### src/rtl/uart_apb_regif_pkg.sv
// Shared definitions for the UART APB register front-end: register offsets,
// FSM encoding, STATUS bit positions and configuration widths.
package uart_apb_regif_pkg;

    localparam int BAUD_W = 13;
    localparam int FRAC_W = 3;

    localparam logic [2:0] REG_TXDATA = 3'd0;
    localparam logic [2:0] REG_RXDATA = 3'd1;
    localparam logic [2:0] REG_CTRL1  = 3'd2;
    localparam logic [2:0] REG_CTRL2  = 3'd3;
    localparam logic [2:0] REG_STATUS = 3'd4;
    localparam logic [2:0] REG_CTRL3  = 3'd5;

    localparam int ST_TXRDY       = 0;
    localparam int ST_RXRDY       = 1;
    localparam int ST_PARITY_ERR  = 2;
    localparam int ST_OVERFLOW    = 3;
    localparam int ST_FRAMING_ERR = 4;

    typedef enum logic [1:0] {
        S_IDLE   = 2'd0,
        S_ACCESS = 2'd1,
        S_RDWAIT = 2'd2
    } state_t;

    // Offsets 6 and 7 are the only holes in the 3-bit register index space.
    function automatic logic reg_mapped(input logic [2:0] idx);
        return idx <= REG_CTRL3;
    endfunction

endpackage

### src/rtl/uart_apb_regif_if.sv
// APB3 bus bundle between a master and the UART register front-end.
interface uart_apb_regif_if;

    // Handshake: a transfer is set up when psel=1 and penable=0; the master then
    // raises penable and holds all request fields until it samples pready=1 on a
    // rising clock edge, which completes the transfer (prdata/pslverr valid then).
    logic       psel;
    logic       penable;
    logic       pwrite;
    logic [4:0] paddr;
    logic [7:0] pwdata;
    logic [7:0] prdata;
    logic       pready;
    logic       pslverr;

    modport master (
        output psel, penable, pwrite, paddr, pwdata,
        input  prdata, pready, pslverr
    );

    modport slave (
        input  psel, penable, pwrite, paddr, pwdata,
        output prdata, pready, pslverr
    );

endinterface

### src/rtl/uart_apb_regif.sv
// APB3 slave front-end for the UART core: drives the core's active-low strobes,
// holds the baud/frame configuration and returns RX data and status to the bus.
module uart_apb_regif
    import uart_apb_regif_pkg::*;
#(
    parameter bit                FIXEDMODE    = 1'b0,
    parameter logic [BAUD_W-1:0] BAUD_VALUE_P = 13'd1,
    parameter logic [FRAC_W-1:0] BAUD_FRAC_P  = 3'd0,
    parameter logic [2:0]        CFG_P        = 3'b001
) (
    input  logic              pclk,
    input  logic              presetn,
    uart_apb_regif_if.slave   apb,
    output logic              csn,
    output logic              wen,
    output logic              oen,
    output logic [7:0]        data_in,
    output logic [BAUD_W-1:0] baud_val,
    output logic [FRAC_W-1:0] baud_val_fraction,
    output logic              bit8,
    output logic              parity_en,
    output logic              odd_n_even,
    input  logic [7:0]        data_out,
    input  logic              txrdy,
    input  logic              rxrdy,
    input  logic              parity_err,
    input  logic              overflow,
    input  logic              framing_err,
    output state_t            dbg_state
);

    state_t            state, state_nxt;
    logic [2:0]        idx_q;
    logic              write_q;
    logic [7:0]        wdata_q;
    logic [7:0]        prdata_q;
    logic [BAUD_W-1:0] baud_q;
    logic [FRAC_W-1:0] frac_q;
    logic [2:0]        cfg_q;
    logic              csn_nxt, wen_nxt, oen_nxt;
    logic              setup, is_tx_wr, is_rx_rd, rx_rd_q, cfg_wr;
    logic [7:0]        status, rd_mux;
    logic              addr_lsb_unused;

    assign addr_lsb_unused = ^apb.paddr[1:0];

    assign setup    = apb.psel & ~apb.penable;
    assign is_tx_wr = apb.pwrite  && (apb.paddr[4:2] == REG_TXDATA);
    assign is_rx_rd = !apb.pwrite && (apb.paddr[4:2] == REG_RXDATA);
    assign rx_rd_q  = !write_q && (idx_q == REG_RXDATA);
    assign cfg_wr   = (state == S_ACCESS) && write_q && !FIXEDMODE;

    always_comb begin
        status                 = '0;
        status[ST_TXRDY]       = txrdy;
        status[ST_RXRDY]       = rxrdy;
        status[ST_PARITY_ERR]  = parity_err;
        status[ST_OVERFLOW]    = overflow;
        status[ST_FRAMING_ERR] = framing_err;
    end

    always_comb begin
        rd_mux = '0;
        case (idx_q)
            REG_CTRL1:  rd_mux = baud_q[7:0];
            REG_CTRL2:  rd_mux = {baud_q[BAUD_W-1:8], cfg_q};
            REG_STATUS: rd_mux = status;
            REG_CTRL3:  rd_mux = {5'b0, frac_q};
            default:    rd_mux = '0;
        endcase
    end

    // Strobes are registered from the setup decode so they are low for exactly
    // the ACCESS cycle and return high on every other path.
    always_comb begin
        state_nxt   = state;
        csn_nxt     = 1'b1;
        wen_nxt     = 1'b1;
        oen_nxt     = 1'b1;
        apb.pready  = 1'b0;
        apb.pslverr = 1'b0;
        apb.prdata  = '0;
        case (state)
            S_IDLE: begin
                if (setup) begin
                    state_nxt = S_ACCESS;
                    csn_nxt   = !(is_tx_wr || is_rx_rd);
                    wen_nxt   = !is_tx_wr;
                    oen_nxt   = !is_rx_rd;
                end
            end
            S_ACCESS: begin
                if (rx_rd_q) begin
                    state_nxt = S_RDWAIT;
                end else begin
                    state_nxt   = S_IDLE;
                    apb.pready  = 1'b1;
                    apb.pslverr = !reg_mapped(idx_q);
                    if (!write_q) apb.prdata = rd_mux;
                end
            end
            S_RDWAIT: begin
                state_nxt  = S_IDLE;
                apb.pready = 1'b1;
                apb.prdata = prdata_q;
            end
            default: state_nxt = S_IDLE;
        endcase
    end

    always_ff @(posedge pclk or negedge presetn) begin
        if (!presetn) state <= S_IDLE;
        else          state <= state_nxt;
    end

    always_ff @(posedge pclk or negedge presetn) begin
        if (!presetn) begin
            csn      <= 1'b1;
            wen      <= 1'b1;
            oen      <= 1'b1;
            data_in  <= '0;
            idx_q    <= '0;
            write_q  <= 1'b0;
            wdata_q  <= '0;
            prdata_q <= '0;
        end else begin
            csn <= csn_nxt;
            wen <= wen_nxt;
            oen <= oen_nxt;
            if (state == S_IDLE && setup) begin
                idx_q   <= apb.paddr[4:2];
                write_q <= apb.pwrite;
                wdata_q <= apb.pwdata;
                if (is_tx_wr) data_in <= apb.pwdata;
            end
            if (state == S_ACCESS && rx_rd_q) prdata_q <= data_out;
        end
    end

    // With FIXEDMODE set the write enable is constant 0, so these hold the *_P values.
    always_ff @(posedge pclk or negedge presetn) begin
        if (!presetn) begin
            baud_q <= BAUD_VALUE_P;
            frac_q <= BAUD_FRAC_P;
            cfg_q  <= CFG_P;
        end else if (cfg_wr) begin
            case (idx_q)
                REG_CTRL1: baud_q[7:0] <= wdata_q;
                REG_CTRL2: begin
                    baud_q[BAUD_W-1:8] <= wdata_q[7:3];
                    cfg_q              <= wdata_q[2:0];
                end
                REG_CTRL3: frac_q <= wdata_q[FRAC_W-1:0];
                default: ;
            endcase
        end
    end

    assign baud_val          = baud_q;
    assign baud_val_fraction = frac_q;
    assign bit8              = cfg_q[0];
    assign parity_en         = cfg_q[1];
    assign odd_n_even        = cfg_q[2];
    assign dbg_state         = state;

endmodule
### src/flat_wrapper.sv
// flat-port wrapper written by rule: the top's interface ports become plain ports
module uart_apb_regif_flat import uart_apb_regif_pkg::*;
#(
    parameter bit                FIXEDMODE    = 1'b0,
    parameter logic [BAUD_W-1:0] BAUD_VALUE_P = 13'd1,
    parameter logic [FRAC_W-1:0] BAUD_FRAC_P  = 3'd0,
    parameter logic [2:0]        CFG_P        = 3'b001
)
  (pclk, presetn, csn, wen, oen, data_in, baud_val, baud_val_fraction, bit8, parity_en, odd_n_even, data_out, txrdy, rxrdy, parity_err, overflow, framing_err, dbg_state, apb_psel, apb_penable, apb_pwrite, apb_paddr, apb_pwdata, apb_prdata, apb_pready, apb_pslverr);
  uart_apb_regif_if apb_i ();
  input  logic pclk;
  input  logic presetn;
  output logic csn;
  output logic wen;
  output logic oen;
  output logic [7:0] data_in;
  output logic [BAUD_W-1:0] baud_val;
  output logic [FRAC_W-1:0] baud_val_fraction;
  output logic bit8;
  output logic parity_en;
  output logic odd_n_even;
  input  logic [7:0] data_out;
  input  logic txrdy;
  input  logic rxrdy;
  input  logic parity_err;
  input  logic overflow;
  input  logic framing_err;
  output state_t dbg_state;
  input wire logic [$bits(apb_i.psel)-1:0] apb_psel;
  input wire logic [$bits(apb_i.penable)-1:0] apb_penable;
  input wire logic [$bits(apb_i.pwrite)-1:0] apb_pwrite;
  input wire logic [$bits(apb_i.paddr)-1:0] apb_paddr;
  input wire logic [$bits(apb_i.pwdata)-1:0] apb_pwdata;
  output wire logic [$bits(apb_i.prdata)-1:0] apb_prdata;
  output wire logic [$bits(apb_i.pready)-1:0] apb_pready;
  output wire logic [$bits(apb_i.pslverr)-1:0] apb_pslverr;
  assign apb_i.psel = apb_psel;
  assign apb_i.penable = apb_penable;
  assign apb_i.pwrite = apb_pwrite;
  assign apb_i.paddr = apb_paddr;
  assign apb_i.pwdata = apb_pwdata;
  assign apb_prdata = apb_i.prdata;
  assign apb_pready = apb_i.pready;
  assign apb_pslverr = apb_i.pslverr;
  uart_apb_regif #(.FIXEDMODE(FIXEDMODE), .BAUD_VALUE_P(BAUD_VALUE_P), .BAUD_FRAC_P(BAUD_FRAC_P), .CFG_P(CFG_P)) u_core (.pclk(pclk), .presetn(presetn), .apb(apb_i), .csn(csn), .wen(wen), .oen(oen), .data_in(data_in), .baud_val(baud_val), .baud_val_fraction(baud_val_fraction), .bit8(bit8), .parity_en(parity_en), .odd_n_even(odd_n_even), .data_out(data_out), .txrdy(txrdy), .rxrdy(rxrdy), .parity_err(parity_err), .overflow(overflow), .framing_err(framing_err), .dbg_state(dbg_state));
endmodule
### config.mk
export PLATFORM = sky130hd
export DESIGN_NAME = uart_apb_regif_flat
export DESIGN_NICKNAME = d
export VERILOG_FILES = /design/src/rtl/uart_apb_regif_pkg.sv /design/src/rtl/uart_apb_regif_if.sv /design/src/rtl/uart_apb_regif.sv /design/src/flat_wrapper.sv
export SDC_FILE = /design/constraint.sdc
export NUM_CORES = 1
export LEC_CHECK = 0
export ABC_AREA = 1
export BUFFER_PORTS_ARGS = -buffer_cell sky130_fd_sc_hd__buf_2
export CAP_MARGIN = 20
export CORE_MARGIN = 8
export CORE_UTILIZATION = 37
export CTS_CLUSTER_DIAMETER = 40
export DETAILED_ROUTE_END_ITERATION = 10
export HOLD_SLACK_MARGIN = 0.02
export PLACE_DENSITY = 0.69
export SLEW_MARGIN = 15
export SYNTH_ARGS = -nofsm -noshare
export SYNTH_HDL_FRONTEND = slang
export SYNTH_SLANG_ARGS = --single-unit
### constraint.sdc
create_clock -name pclk -period 4.4 [get_ports pclk]
set_input_delay 0.44 -clock pclk [delete_from_list [all_inputs] [get_ports pclk]]
set_output_delay 0.44 -clock pclk [all_outputs]
set_load 0.01 [all_outputs]
==> impl_summary.md, run 1 <==
Global routing
The initial antenna violation count is 0. Summed over all layers, the global routing overflow is 0. The via count of the first global-routing pass is 2127. The largest net degree at the start of global routing is 53. The first global-routing pass estimated 10.2 mm of wire. The aggregate global-route resource usage is 12.9%.

Min path
The worst hold path belongs to the class input port to asynchronous set/reset pin.

Clock tree
In this run, post-CTS hold repair placed 0 buffers. The total clock buffers created by CTS is 5. The clock insertion delay at the later pin of the skew report is 0.30 ns. TritonCTS built the clock tree. The clock tree synthesis step divided the H-tree into 2 levels.

The clock transition time at the flip-flop clock pins of the worst setup and hold paths is 0.09 ns. The number of buffers on the longest clock path is 2. Clock tree synthesis found a total of 52 sinks. The root buffer cell chosen for the clock tree is sky130_fd_sc_hd__clkbuf_8.

The buffers inserted during post-CTS setup optimization is 0. The count of instances resized after the clock tree is built is 0.

Worst setup path
The startpoint of the worst register-to-register path is u_core.dbg_state[0]. STA puts the critical path data required time at 3.96 ns. The slack of the worst reg-to-reg path is 2.43 ns. STA classifies the critical path endpoint as an output port. Tracing the worst setup path back leads to its startpoint at u_core.idx_q[1]. The element type at the critical path start is a flip-flop. The class of the most critical setup path is flip-flop to output port.

The worst register-to-register path ends at u_core.data_in[7]. The termination of the worst setup path is apb_prdata[7]. The largest driver fanout on the critical path is 11.

The endpoint arrival time on the critical path is 1.86 ns. The count of cells along the worst register-to-register path is 9.

STA
The actual slew at the worst max-slew pin is 0.662 ns. Setup violations remaining at the end of the flow were counted as 0. The max-slew violation count is 0.

The timing-limited maximum frequency is 0.434 GHz. Setup repair after global routing left no endpoint under its margin. The hold violation count in the final report is 0. The final period utilization is 52.3%.

For the final routed database, the setup TNS stands at 0 ns. The worst clock skew on the final layout is 0.00601 ns. Headroom to the max-slew limit came out at 55.9%.

The shortest period the worst path allows is 2.30 ns.

Floorplanning
The total I/O pin count is 73. The width of the die is 98.5 um. The die covers 9700 sq um. The core region is 6680 sq um. The number of standard-cell rows in the floorplan is 30.

The height of the die is 98.5 um. The initial core utilization is 37.7%.

Routing
The total length of routed wires is 6.00 mm. The count of nets left with antenna violations once routing finished came out at 0. The number of remaining DRC errors is 0.

The number of violations reported at the end of detailed-routing iteration 0 is 128. In the routed layout, each cell is associated on average with a via count of 4.75. The number of search-and-repair iterations in the first detailed-routing pass is 4. The routed layout has 2084 vias. Dividing the detail-routed wire length by the instance count gives 13.7 um.

Power
For this design the static power due to leakage is 1.60 nW. For this design the ratio of total power to cell area is 622 nW/um^2. The fraction of power consumed by sequential logic is 45.7%. Overall power consumption after layout is estimated at 1.86 mW. For this design the total switching power over the nets is 0.810 mW. Per report_power, the clock group accounts for 14.5% of the total. The internal power summed over all cells is 1.05 mW. VDD sags by at most 0.000279 V. The proportion of power drawn by combinational gates is 39.8%.

Net switching is 43.5% of the power.

Job
The number of maximum-capacitance violations is 0.

Synthesis
Synthesis produced a netlist with a net count of 322. The sequential area share after synthesis is 51.9%. The area of the mapped netlist is 2520 sq um. During synthesis, Yosys emitted a total of 0 warnings. Counting flops with an async set or reset pin after synthesis yields a share of 100%. The post-synthesis sequential element count is 52. After technology mapping, the gate count stands at 288. Among all flip-flop cells after synthesis, the most frequent one is sky130_fd_sc_hd__dfrtp_1. The number of synthesized flops with an enable pin is 0. The number of different library cells used by synthesis comes to 28. A synthesized cell averages 8.75 sq um.

Status
The run finished with clean final reports.

Place
Buffers placed on the I/O ports in this run total 70. Detailed placement ended at an HPWL of 4.67 mm. The final weighted congestion of routability-driven global placement is 0.826. The cell area reported after detailed placement is 2910 sq um. The number of placed cells counting well taps is 431.

Cells and area
The post-layout instance count excluding filler cells is 439. The area overhead of the layout relative to synthesis is 19.0%. The library cell used most frequently in the layout, excluding fill and tap cells, is sky130_fd_sc_hd__nand2_1.

Cells fill 44.9% of the core in the end. The repair_antennas step left the layout with diodes totalling 0. The top cell types in the final layout, fill and taps aside, are 115 x sky130_fd_sc_hd__nand2_1, 70 x sky130_fd_sc_hd__buf_2, 47 x sky130_fd_sc_hd__dfrtp_1. Of the cells placed in the final design, the portion with a size suffix greater than 1 is 32.3%. Summing all non-filler instances in the final layout gives an area of 3000 sq um. The count of nets after finishing is 392.
## metal layers
metal  vias up  track usage, %  share of wire (%)
li1       1059               -                  -
met1       965            16.1                 46
met2        51            20.7                 48
met3         9            4.02                5.3
met4         0            3.90                1.0
met5         -               0                  0
## logic make-up (layout without fill, tap and decap cells)
group	count (synthesis)	after routing	synth area share, %
AND/OR/NAND/NOR	154	154	28.8
flip-flops	52	52	51.9
AO/OA/AOI/OAI	46	46	10.9
buffers and inverters	33	104	6.90
adder cells (fa/ha/maj)	3	3	1.49
## synth_stat cells, types with 5 or more instances
library cell              instances  area [sq um]
sky130_fd_sc_hd__inv_1           18          67.6
sky130_fd_sc_hd__nand3_1          6          30.0
sky130_fd_sc_hd__dfrtp_1         47          1180
sky130_fd_sc_hd__o21ai_2         11          96.3
sky130_fd_sc_hd__o21ai_0         16          80.1
sky130_fd_sc_hd__nor2_1           7          26.3
sky130_fd_sc_hd__buf_6            5          56.3
sky130_fd_sc_hd__nand2_1        115           432
sky130_fd_sc_hd__a21oi_1         13          65.1
sky130_fd_sc_hd__nand4_1          9          56.3
sky130_fd_sc_hd__dfstp_2          5           131
## power by group through the flow
stage | logic, mW | clock network, mW | registers (mW)
after floorplan | 0.531 | 0 | 0.844
after global placement | 0.743 | 0 | 0.854
after detailed placement | 0.758 | 0 | 0.860
after CTS | 0.761 | 0.279 | 0.851
after global routing | 0.842 | 0.297 | 0.885
final | 0.742 | 0.270 | 0.851
## registers in the layout, indices dropped and copies added, names as in the netlist
signal	flops
u_core.baud_val	13
u_core.baud_val_fraction	3
u_core.cfg_q	3
u_core.csn	1
u_core.data_in	8
u_core.dbg_state	2
u_core.idx_q	3
u_core.oen	1
u_core.prdata_q	8
u_core.wdata_q	8
u_core.wen	1
u_core.write_q	1
## area by class of cell
type	count	area (sq um)
Fill cell	666	3680
Timing Repair Buffer	71	358
Clock buffer	5	68.8
Multi-Input combinational cell	203	1040
Sequential cell	52	1310
Clock inverter	3	18.8
Tap cell	80	100
Inverter	25	106
## through the flow
step	hold WS [ns]	setup slack (ns)
detailed placement	0.456	2.40
CTS	0.262	2.08
global route	0.302	1.93
floorplan	0.144	2.74
finish	0.241	2.10
global placement	0.451	2.44
## worst max-delay path, cell delays in order, from the launching register on
cell	delay, ns
sky130_fd_sc_hd__dfrtp_1	0.66
sky130_fd_sc_hd__nand2_2	0.14
sky130_fd_sc_hd__nand2_1	0.10
sky130_fd_sc_hd__nand2_2	0.08
sky130_fd_sc_hd__nor2_8	0.17
sky130_fd_sc_hd__nand2_1	0.07
sky130_fd_sc_hd__a21oi_1	0.16
sky130_fd_sc_hd__buf_2	0.17
## worst min-delay path by stage
stage | to | cells after the start
finish | u_core.data_in[1] | 2
CTS | u_core.data_in[3] | 2
global placement | u_core.data_in[0] | 2
detailed placement | u_core.data_in[5] | 2
global route | u_core.data_in[1] | 2
floorplan | u_core.baud_val[10] | 0
Note: power is estimated with default switching activity, not from simulation.
==> run 2: changes to the inputs <==
--- a/config.mk
+++ b/config.mk
@@ -5,7 +5,7 @@
 export SDC_FILE = /design/constraint.sdc
 export NUM_CORES = 1
 export LEC_CHECK = 0
-export ABC_AREA = 1
+export ABC_AREA = 0
 export BUFFER_PORTS_ARGS = -buffer_cell sky130_fd_sc_hd__buf_2
 export CAP_MARGIN = 20
 export CORE_MARGIN = 8
@@ -13,7 +13,7 @@
 export CTS_CLUSTER_DIAMETER = 40
 export DETAILED_ROUTE_END_ITERATION = 10
 export HOLD_SLACK_MARGIN = 0.02
-export PLACE_DENSITY = 0.69
+export PLACE_DENSITY = 0.7
 export SLEW_MARGIN = 15
 export SYNTH_ARGS = -nofsm -noshare
 export SYNTH_HDL_FRONTEND = slang
==> constraint.sdc (replaced) <==
create_clock -name pclk -period 2.35 [get_ports pclk]
set_input_delay 0.235 -clock pclk [delete_from_list [all_inputs] [get_ports pclk]]
set_output_delay 0.235 -clock pclk [all_outputs]
set_load 0.01 [all_outputs]
==> run 2 against run 1 <==
- non-clock buffer count is 4 higher
- via count is 22% lower
- hold slack worse by 0.20 ns
==> impl_summary.md, run 2 <==
Status
Outcome: finished, final reports clean (unchanged).

STA
The max-slew violation count came to 0 (unchanged). The worst clock skew on the final layout is 0.00451 ns (was 0.00601 ns). The hold violation count in the final report is 0 (unchanged). Of the available clock period, the critical path in the final layout requires 91.9%. Static timing analysis puts the maximum clock frequency at 0.463 GHz. The worst slew margin relative to its limit is 56.3% (was 55.9%). The shortest period the worst path allows is 2.16 ns. The setup total negative slack came to 0 ns (unchanged). The number of failing setup endpoints in the final timing report is 0 (unchanged). Setup repair after global routing missed its margin: no (unchanged).

The actual slew at the worst max-slew pin is 0.656 ns (was 0.662 ns). The minimum setup slack in the final design is 0.191 ns (was 2.10 ns).

Synthesis
The synthesized-area fraction occupied by xor and xnor cells is 0% (unchanged). The fraction of synthesis flops using an asynchronous set or reset pin was 100% (unchanged). The fraction of the mapped netlist area in simple logic gates is 7.65% (was 28.8%). The most frequent cell after synthesis is sky130_fd_sc_hd__dfrtp_1 (was sky130_fd_sc_hd__nand2_1). The area share of fa/ha/maj cells after synthesis is 1.53% (was 1.49%). The area of the mapped netlist was 2450 sq um (was 2520 sq um). The average footprint of a synthesized cell is 14.3 sq um (was 8.75 sq um). The share of synthesized area spent on multiplexers is 28.9% (was 0%).

The number of synthesized flops with an enable pin was 0 (unchanged). The compound-gate portion of the synthesized area is 5.56% (was 10.9%). Ranking of synthesized cells by instance count: 47 x sky130_fd_sc_hd__dfrtp_1, 31 x sky130_fd_sc_hd__mux2_2, 16 x sky130_fd_sc_hd__mux2_4 (was 115 x sky130_fd_sc_hd__nand2_1, 47 x sky130_fd_sc_hd__dfrtp_1, 18 x sky130_fd_sc_hd__inv_1). Most area-consuming cells after synthesis: sky130_fd_sc_hd__dfrtp_1 48%, sky130_fd_sc_hd__mux2_2 14%, sky130_fd_sc_hd__mux2_4 9.8% (was sky130_fd_sc_hd__dfrtp_1 47%, sky130_fd_sc_hd__nand2_1 17%, sky130_fd_sc_hd__dfstp_2 5.2%). The post-synthesis sequential element count was 52 (unchanged). The cell taking the most area after synthesis is sky130_fd_sc_hd__dfrtp_1 (unchanged). The number of warnings printed during yosys synthesis came to 0 (unchanged). The cell count after synthesis was 172 (was 288). The number of distinct library cell variants in the gate-level netlist after synthesis came to 36 (was 28). The total nets after synthesis was 206 (was 322).

The main combinational cell family by area after synthesis was multiplexers (was simple AND/OR/NAND/NOR gates). The proportion of netlist area held by the largest area contributor is 48.0% (was 46.7%). The sequential area share after synthesis was 53.3% (was 51.9%).

The flip-flop cell with the highest count after synthesis is sky130_fd_sc_hd__dfrtp_1 (unchanged).

Floorplanning
The die footprint is 9490 sq um (was 9700 sq um). The height of the die is 97.4 um (was 98.5 um). The total core area is 6390 sq um (was 6680 sq um). The initial core utilization is 38.4% (was 37.7%). The number of standard-cell rows in the floorplan is 29 (was 30). The width of the die is 97.4 um (was 98.5 um). The total I/O pin count is 73 (unchanged).

Worst setup path
The required time at the worst-slack endpoint is 2.12 ns (was 3.96 ns). The count of cells along the worst register-to-register path was 3 (was 9). The class of the most critical setup path is flip-flop to output port (unchanged). The largest driver fanout on the critical path is 6 (was 11). The element type at the critical path start is a flip-flop (unchanged). The kind of capture point of the worst setup path is an output port (unchanged). The endpoint arrival time on the critical path is 1.92 ns (was 1.86 ns).

Cells and area
The number of flip-flops under the largest register name is 13 (unchanged). The antenna diode count was 0 (unchanged). The number of fill cells in the layout is 605 (was 666). The area taken by flip-flops and latches is 1310 sq um (unchanged). The fraction of layout instances using a drive strength above 1 came to 58.3% (was 32.3%). The area overhead of the layout relative to synthesis is 21.5% (was 19.0%). The footprint of the multi-input gates came to 1090 sq um (was 1040 sq um). Leading cell types in the layout, fill and taps excluded: 70 x sky130_fd_sc_hd__buf_2, 47 x sky130_fd_sc_hd__dfrtp_1, 31 x sky130_fd_sc_hd__mux2_2 (was 115 x sky130_fd_sc_hd__nand2_1, 70 x sky130_fd_sc_hd__buf_2, 47 x sky130_fd_sc_hd__dfrtp_1). The count of nets after finishing is 280 (was 392).

The post-layout instance count excluding filler cells is 324 (was 439). The most common cell after layout, fill and taps aside is sky130_fd_sc_hd__buf_2 (was sky130_fd_sc_hd__nand2_1).

Routing
The number of remaining DRC errors is 0 (unchanged). The routed length per instance is 17.8 um (was 13.7 um). The routed via count divided by cell count is 5.00 (was 4.75). The number of nets with antenna violations after detailed routing came to 0 (unchanged). The total vias in the final route was 1620 (was 2084). The number of violations reported at the end of detailed-routing iteration 0 is 79 (was 128).

The number of search-and-repair iterations in the first detailed-routing pass is 4 (unchanged). The total length of routed wires came to 5.76 mm (was 6.00 mm).

Clock tree
The clock root buffer master is sky130_fd_sc_hd__clkbuf_8 (unchanged). The buffers inserted during post-CTS setup optimization is 0 (unchanged). The level count of the clock H-tree is 2 (unchanged).

The clock insertion delay at the later pin of the skew report was 0.30 ns (about the same). The number of buffers added to fix hold violations after cts is 0 (unchanged). The clock transition time at the flip-flop clock pins of the worst setup and hold paths is 0.09 ns (about the same). The count of instances resized after the clock tree is built came to 0 (unchanged).

The total clock buffers created by CTS came to 5 (unchanged). The clock sink count is 52 (unchanged). The number of buffers on the longest clock path was 2 (unchanged). The clock tree from TritonCTS is yes (unchanged).

Global routing
The total grt overflow came to 0 (unchanged). The wire length of the first global-routing pass is 9.49 mm (was 10.2 mm). The initial antenna violation count is 1 (was 0). The via count of the first global-routing pass came to 1791 (was 2127). The largest net degree at the start of global routing is 53 (unchanged). The aggregate global-route resource usage is 12.4% (was 12.9%).

Place
The pre-CTS setup slack was 0.361 ns (was 2.40 ns). The final weighted congestion of routability-driven global placement is 0.745 (was 0.826). The final HPWL from detailed placement is 4.35 mm (was 4.67 mm). The number of port buffers is 70 (unchanged). The number of placed cells counting well taps is 316 (was 431).

Power
The power per standard cell area is 1180 nW/um^2 (was 622 nW/um^2). The largest vdd supply drop is 0.000460 V (was 0.000279 V). The static leakage is 1.50 nW (was 1.60 nW).

Min path
The path class of the lowest-slack min-delay path was input port to asynchronous set/reset pin (unchanged).

Job
The number of maximum-capacitance violations was 0 (unchanged).
==> run 2: cell count changes in the layout (fill, tap and decap cells not counted), sizes merged, moves of 4 or more <==
cell   change
inv       -20
nand4      -9
nor2      -12
o21ai     -27
nand3      -6
mux2i     +12
a21oi     -12
nand2    -117
buf        +4
nor2b      +4
mux2      +47
a32o       +5
==> run 2: final cells by class <==
class                           instances  area share [%]
Tap cell                               77            3.23
Inverter                                4           0.504
Sequential cell                        52            43.9
Timing Repair Buffer                   75            13.0
Clock inverter                          1           0.168
Clock buffer                            7            2.56
Multi-Input combinational cell        108            36.6
==> run 2: worst paths after layout <==
check	startpoint	endpoint	slack, ns
hold / removal	presetn	u_core.dbg_state[1]	0.04
min in group pclk	data_out[6]	u_core.prdata_q[6]	0.17
setup reg to reg	u_core.idx_q[2]	u_core.baud_val[12]	0.39
max in group asynchronous	presetn	u_core.data_in[1]	1.86
setup / recovery	u_core.dbg_state[1]	apb_prdata[5]	0.19
hold reg to reg	u_core.data_in[4]	u_core.data_in[4]	0.51
==> run 2: layer usage <==
| layer | part of all wire, % | track usage [%] | up-vias | routed length (um) |
|---|---|---|---|---|
| li1 | - | - | 770 | - |
| met1 | 43 | 15.4 | 789 | 2490 |
| met2 | 48 | 19.6 | 49 | 2790 |
| met3 | 6.5 | 4.13 | 10 | 376 |
| met4 | 1.4 | 4.20 | 2 | 82 |
| met5 | 0.23 | 0 | - | 13 |
==> run 2: critical path: stages (launching register included) <==
cell,delay (ns)
sky130_fd_sc_hd__dfrtp_1,0.41
sky130_fd_sc_hd__inv_2,0.09
sky130_fd_sc_hd__ha_4,0.16
sky130_fd_sc_hd__or4bb_4,0.55
sky130_fd_sc_hd__o21ai_0,0.16
sky130_fd_sc_hd__and2_1,0.13
sky130_fd_sc_hd__buf_2,0.12
==> run 2: power breakdown <==
part           internal (mW)  total, mW  switching [mW]  leakage (nW)
sequential              1.28       1.60           0.319         0.636
combinational          0.792       1.42           0.627         0.822
clock                  0.210      0.483           0.274        0.0422
==> run 2: cells by family (layout without fill, tap and decap cells) <==
logic type	Yosys count	count (layout)
multiplexers	59	59
flip-flops	52	52
AND/OR/NAND/NOR	28	28
AO/OA/AOI/OAI	18	18
buffers and inverters	12	87
adder cells (fa/ha/maj)	3	3
==> run 2: metrics by stage <==
stage | hold WS, ns | power (mW) | util (%) | cell area (sq um)
final | 0.0375 | 3.50 | 46.6 | 2980
after global routing | 0.0929 | 3.78 | 46.6 | 2980
after CTS | 0.0660 | 3.54 | 46.3 | 2960
after detailed placement | 0.399 | 3.03 | 45.1 | 2880
after global placement | 0.388 | 2.99 | 45.1 | 2880
after floorplan | -0.0606 | 2.52 | - | 2450
==> run 3: changes to the inputs <==
--- a/config.mk
+++ b/config.mk
@@ -14,6 +14,7 @@
 export DETAILED_ROUTE_END_ITERATION = 10
 export HOLD_SLACK_MARGIN = 0.02
 export PLACE_DENSITY = 0.7
+export RECOVER_POWER = 100
 export SLEW_MARGIN = 15
 export SYNTH_ARGS = -nofsm -noshare
 export SYNTH_HDL_FRONTEND = slang
==> run 3 against run 2 <==
- die area stayed put
- fmax decreased by 0.20%
- wire length decreased by 0.80%
- sequential share of layout area is 1.9 points higher
- clock-buffer cell count did not move
- utilization fell by 1.9 points
- largest cell class unchanged
==> impl_summary.md, run 3 (synthesis gave the netlist of run 2 again) <==
Place
The final HPWL from detailed placement is 4.35 mm (unchanged). The final weighted congestion of routability-driven global placement is 0.745 (unchanged). The number of port buffers is 70 (unchanged). The number of placed cells counting well taps is 316 (unchanged). The cell area reported after detailed placement is 2880 sq um (unchanged).

Cells and area
The most common cell after layout, fill and taps aside is sky130_fd_sc_hd__dfrtp_1 (was sky130_fd_sc_hd__buf_2). The number of flip-flops under the largest register name is 13 (unchanged). The fraction of layout instances using a drive strength above 1 is 35.6% (was 58.3%). The post-layout instance count excluding filler cells is 324 (unchanged). The count of nets after finishing is 280 (unchanged). The total non-filler cell area in the finished layout was 2860 sq um (was 2980 sq um). The number of fill cells in the layout came to 632 (was 605). Leading cell types in the layout, fill and taps excluded: 47 x sky130_fd_sc_hd__dfrtp_1, 38 x sky130_fd_sc_hd__clkbuf_1, 35 x sky130_fd_sc_hd__buf_2 (was 70 x sky130_fd_sc_hd__buf_2, 47 x sky130_fd_sc_hd__dfrtp_1, 31 x sky130_fd_sc_hd__mux2_2). The antenna diode count was 0 (unchanged). The area overhead of the layout relative to synthesis is 16.5% (was 21.5%).

Power
The clock network fraction of total power is 14.6% (was 13.8%). The net switching component of the power is 1.20 mW (was 1.22 mW). The switching portion of total power is 36.3% (was 34.8%). The static leakage is 1.29 nW (was 1.50 nW). The power per standard cell area was 1160 nW/um^2 (was 1180 nW/um^2). The internal power summed over all cells was 2.10 mW (was 2.28 mW). The fraction of power consumed by sequential logic came to 48.1% (was 45.7%). The proportion of power drawn by combinational gates is 37.2% (was 40.5%). The largest vdd supply drop is 0.000441 V (was 0.000460 V).

Min path
The worst hold path begins at data_out[6]. The hold path depth is 2. The end of the worst hold path is u_core.prdata_q[6]. The path class of the lowest-slack min-delay path was input port to flip-flop (was input port to asynchronous set/reset pin).

Worst setup path
The stage delay of the slowest cell on the critical path is 0.55 ns (about the same). The cell type of the slowest stage on the worst timing path is sky130_fd_sc_hd__or4bb_4 (unchanged). The kind of capture point of the worst setup path is an output port (unchanged). The slack of the worst reg-to-reg path is 0.19 ns (was 0.39 ns).

The class of the most critical setup path is flip-flop to output port (unchanged). The buffer and inverter count on the worst path is 2 (unchanged). The required time at the worst-slack endpoint is 2.12 ns (about the same). The element type at the critical path start is a flip-flop (unchanged).

The count of cells along the worst register-to-register path is 4 (was 3). The startpoint of the worst register-to-register path is u_core.idx_q[2] (unchanged). The endpoint of the worst register-to-register path is u_core.baud_val[4] (was u_core.baud_val[12]). The largest driver fanout on the critical path is 6 (unchanged). Crit-path cells: inv_2 > ha_4 > or4bb_4 > o21ai_0 > and2_0 > buf_2 (was inv_2 > ha_4 > or4bb_4 > o21ai_0 > and2_1 > buf_2). The endpoint arrival time on the critical path is 1.93 ns (was 1.92 ns). The largest delay contributor family on the critical path is simple AND/OR/NAND/NOR gates (unchanged).

Global routing
The via count of the first global-routing pass was 1791 (unchanged). The largest net degree at the start of global routing is 53 (unchanged). The wire length of the first global-routing pass was 9.49 mm (unchanged).

The total grt overflow is 0 (unchanged). The aggregate global-route resource usage is 12.4% (unchanged). The initial antenna violation count came to 1 (unchanged).

STA
The setup total negative slack came to 0 ns (unchanged). The actual slew at the worst max-slew pin came to 1.26 ns (was 0.656 ns). The number of failing setup endpoints in the final timing report is 0 (unchanged).

The shortest period the worst path allows is 2.16 ns (about the same). Setup repair after global routing missed its margin: no (unchanged). The worst clock skew on the final layout is 0.00512 ns (was 0.00451 ns).

The max-slew violation count was 0 (unchanged). The final period utilization was 92.1% (was 91.9%). The timing-limited maximum frequency is 0.462 GHz (was 0.463 GHz). The hold violation count in the final report was 0 (unchanged). The worst slew margin relative to its limit is 15.8% (was 56.3%).

Clock tree
The clock insertion delay at the later pin of the skew report is 0.30 ns (about the same). The level count of the clock H-tree is 2 (unchanged). The clock tree from TritonCTS is yes (unchanged).

The clock root buffer master is sky130_fd_sc_hd__clkbuf_8 (unchanged). The clock sink count is 52 (unchanged). The clock transition time at the flip-flop clock pins of the worst setup and hold paths was 0.09 ns (about the same). The total clock buffers created by CTS is 5 (unchanged). The number of buffers on the longest clock path is 2 (unchanged). The buffers inserted during post-CTS setup optimization is 0 (unchanged).

Routing
The routed via count divided by cell count is 4.99 (was 5.00). The number of search-and-repair iterations in the first detailed-routing pass is 4 (unchanged). The number of violations reported at the end of detailed-routing iteration 0 is 82 (was 79). The total vias in the final route is 1617 (was 1620). The number of remaining DRC errors is 0 (unchanged).

The number of nets with antenna violations after detailed routing is 0 (unchanged). The total length of routed wires is 5.71 mm (was 5.76 mm). The routed length per instance is 17.6 um (was 17.8 um).

Job
The number of maximum-capacitance violations is 0 (unchanged).

Floorplanning
The total core area is 6390 sq um (unchanged). The initial core utilization came to 38.4% (unchanged). The width of the die was 97.4 um (unchanged). The die footprint was 9490 sq um (unchanged). The number of standard-cell rows in the floorplan is 29 (unchanged). The total I/O pin count is 73 (unchanged). The height of the die is 97.4 um (unchanged).

Status
Outcome: finished, final reports clean (unchanged).
run 3: changes by cell type in the layout (fill, tap and decap cells not counted), sizes merged:
| cell | before | now |
|---|---|---|
| buf | 75 | 37 |
| clkbuf | 7 | 45 |
run 3: worst max-delay path by stage:
| stage | cells after the start | slack [ns] | endpoint | startpoint |
|---|---|---|---|---|
| after CTS | 6 | 0.02 | apb_prdata[7] | u_core.dbg_state[1] |
| after global routing | 6 | 0.02 | apb_prdata[5] | u_core.dbg_state[1] |
| after floorplan | 6 | 0.56 | apb_prdata[0] | u_core.dbg_state[0] |
| after detailed placement | 6 | 0.36 | apb_prdata[7] | u_core.dbg_state[1] |
| final | 6 | 0.19 | apb_prdata[5] | u_core.dbg_state[1] |
| after global placement | 3 | 0.43 | u_core.baud_val[11] | u_core.idx_q[2] |
run 3: layout make-up:
| cell class | count | area (sq um) | share of cell area (%) |
|---|---|---|---|
| Timing Repair Buffer | 75 | 335 | 11.7 |
| Multi-Input combinational cell | 108 | 1020 | 35.8 |
| Inverter | 4 | 15.0 | 0.525 |
| Tap cell | 77 | 96.3 | 3.37 |
| Clock inverter | 1 | 5.00 | 0.175 |
| Sequential cell | 52 | 1310 | 45.8 |
| Clock buffer | 7 | 76.3 | 2.67 |
run 3: metrics by stage:
| stage | total power, mW | setup slack (ns) | utilization, % | hold WS (ns) |
|---|---|---|---|---|
| 2_1_floorplan | 2.52 | 0.559 | - | -0.0606 |
| 3_3_place_gp | 2.99 | 0.430 | 45.1 | 0.388 |
| 3_5_place_dp | 3.03 | 0.361 | 45.1 | 0.399 |
| 4_1_cts | 3.54 | 0.0199 | 46.3 | 0.0660 |
| 5_1_grt | 3.58 | 0.0217 | 44.7 | 0.145 |
| 6_report | 3.30 | 0.187 | 44.7 | 0.153 |
run 3: worst register-to-register path, cell delays in order, from the launching register on:
cell	delay (ns)
sky130_fd_sc_hd__dfrtp_1	0.47
sky130_fd_sc_hd__nand2b_1	0.31
sky130_fd_sc_hd__nor3_1	0.60
sky130_fd_sc_hd__clkbuf_2	0.32
sky130_fd_sc_hd__mux2_2	0.35
run 3: metal layers:
layer / up-vias / global-route usage, % / wire length (um) / part of all wire, %
met3: 10 / 4.13 / 366 / 6.4
met2: 43 / 19.6 / 2780 / 49
met5: - / 0 / 13 / 0.23
met4: 2 / 4.20 / 82 / 1.4
met1: 792 / 15.4 / 2470 / 43
li1: 770 / - / - / -
run 3: power by group through the flow:
| stage | Clock (mW) | Sequential (mW) | Combinational [mW] |
|---|---|---|---|
| after floorplan | 0 | 1.62 | 0.906 |
| after global placement | 0 | 1.59 | 1.40 |
| after detailed placement | 0 | 1.62 | 1.42 |
| after CTS | 0.516 | 1.60 | 1.43 |
| after global routing | 0.545 | 1.66 | 1.37 |
| final | 0.483 | 1.59 | 1.23 |
run 3: what timing repair did:
action / in CTS / in global routing
setup endpoints to repair: 0 / 3
hold buffers: 0 / 0
resized for setup: 0 / 7
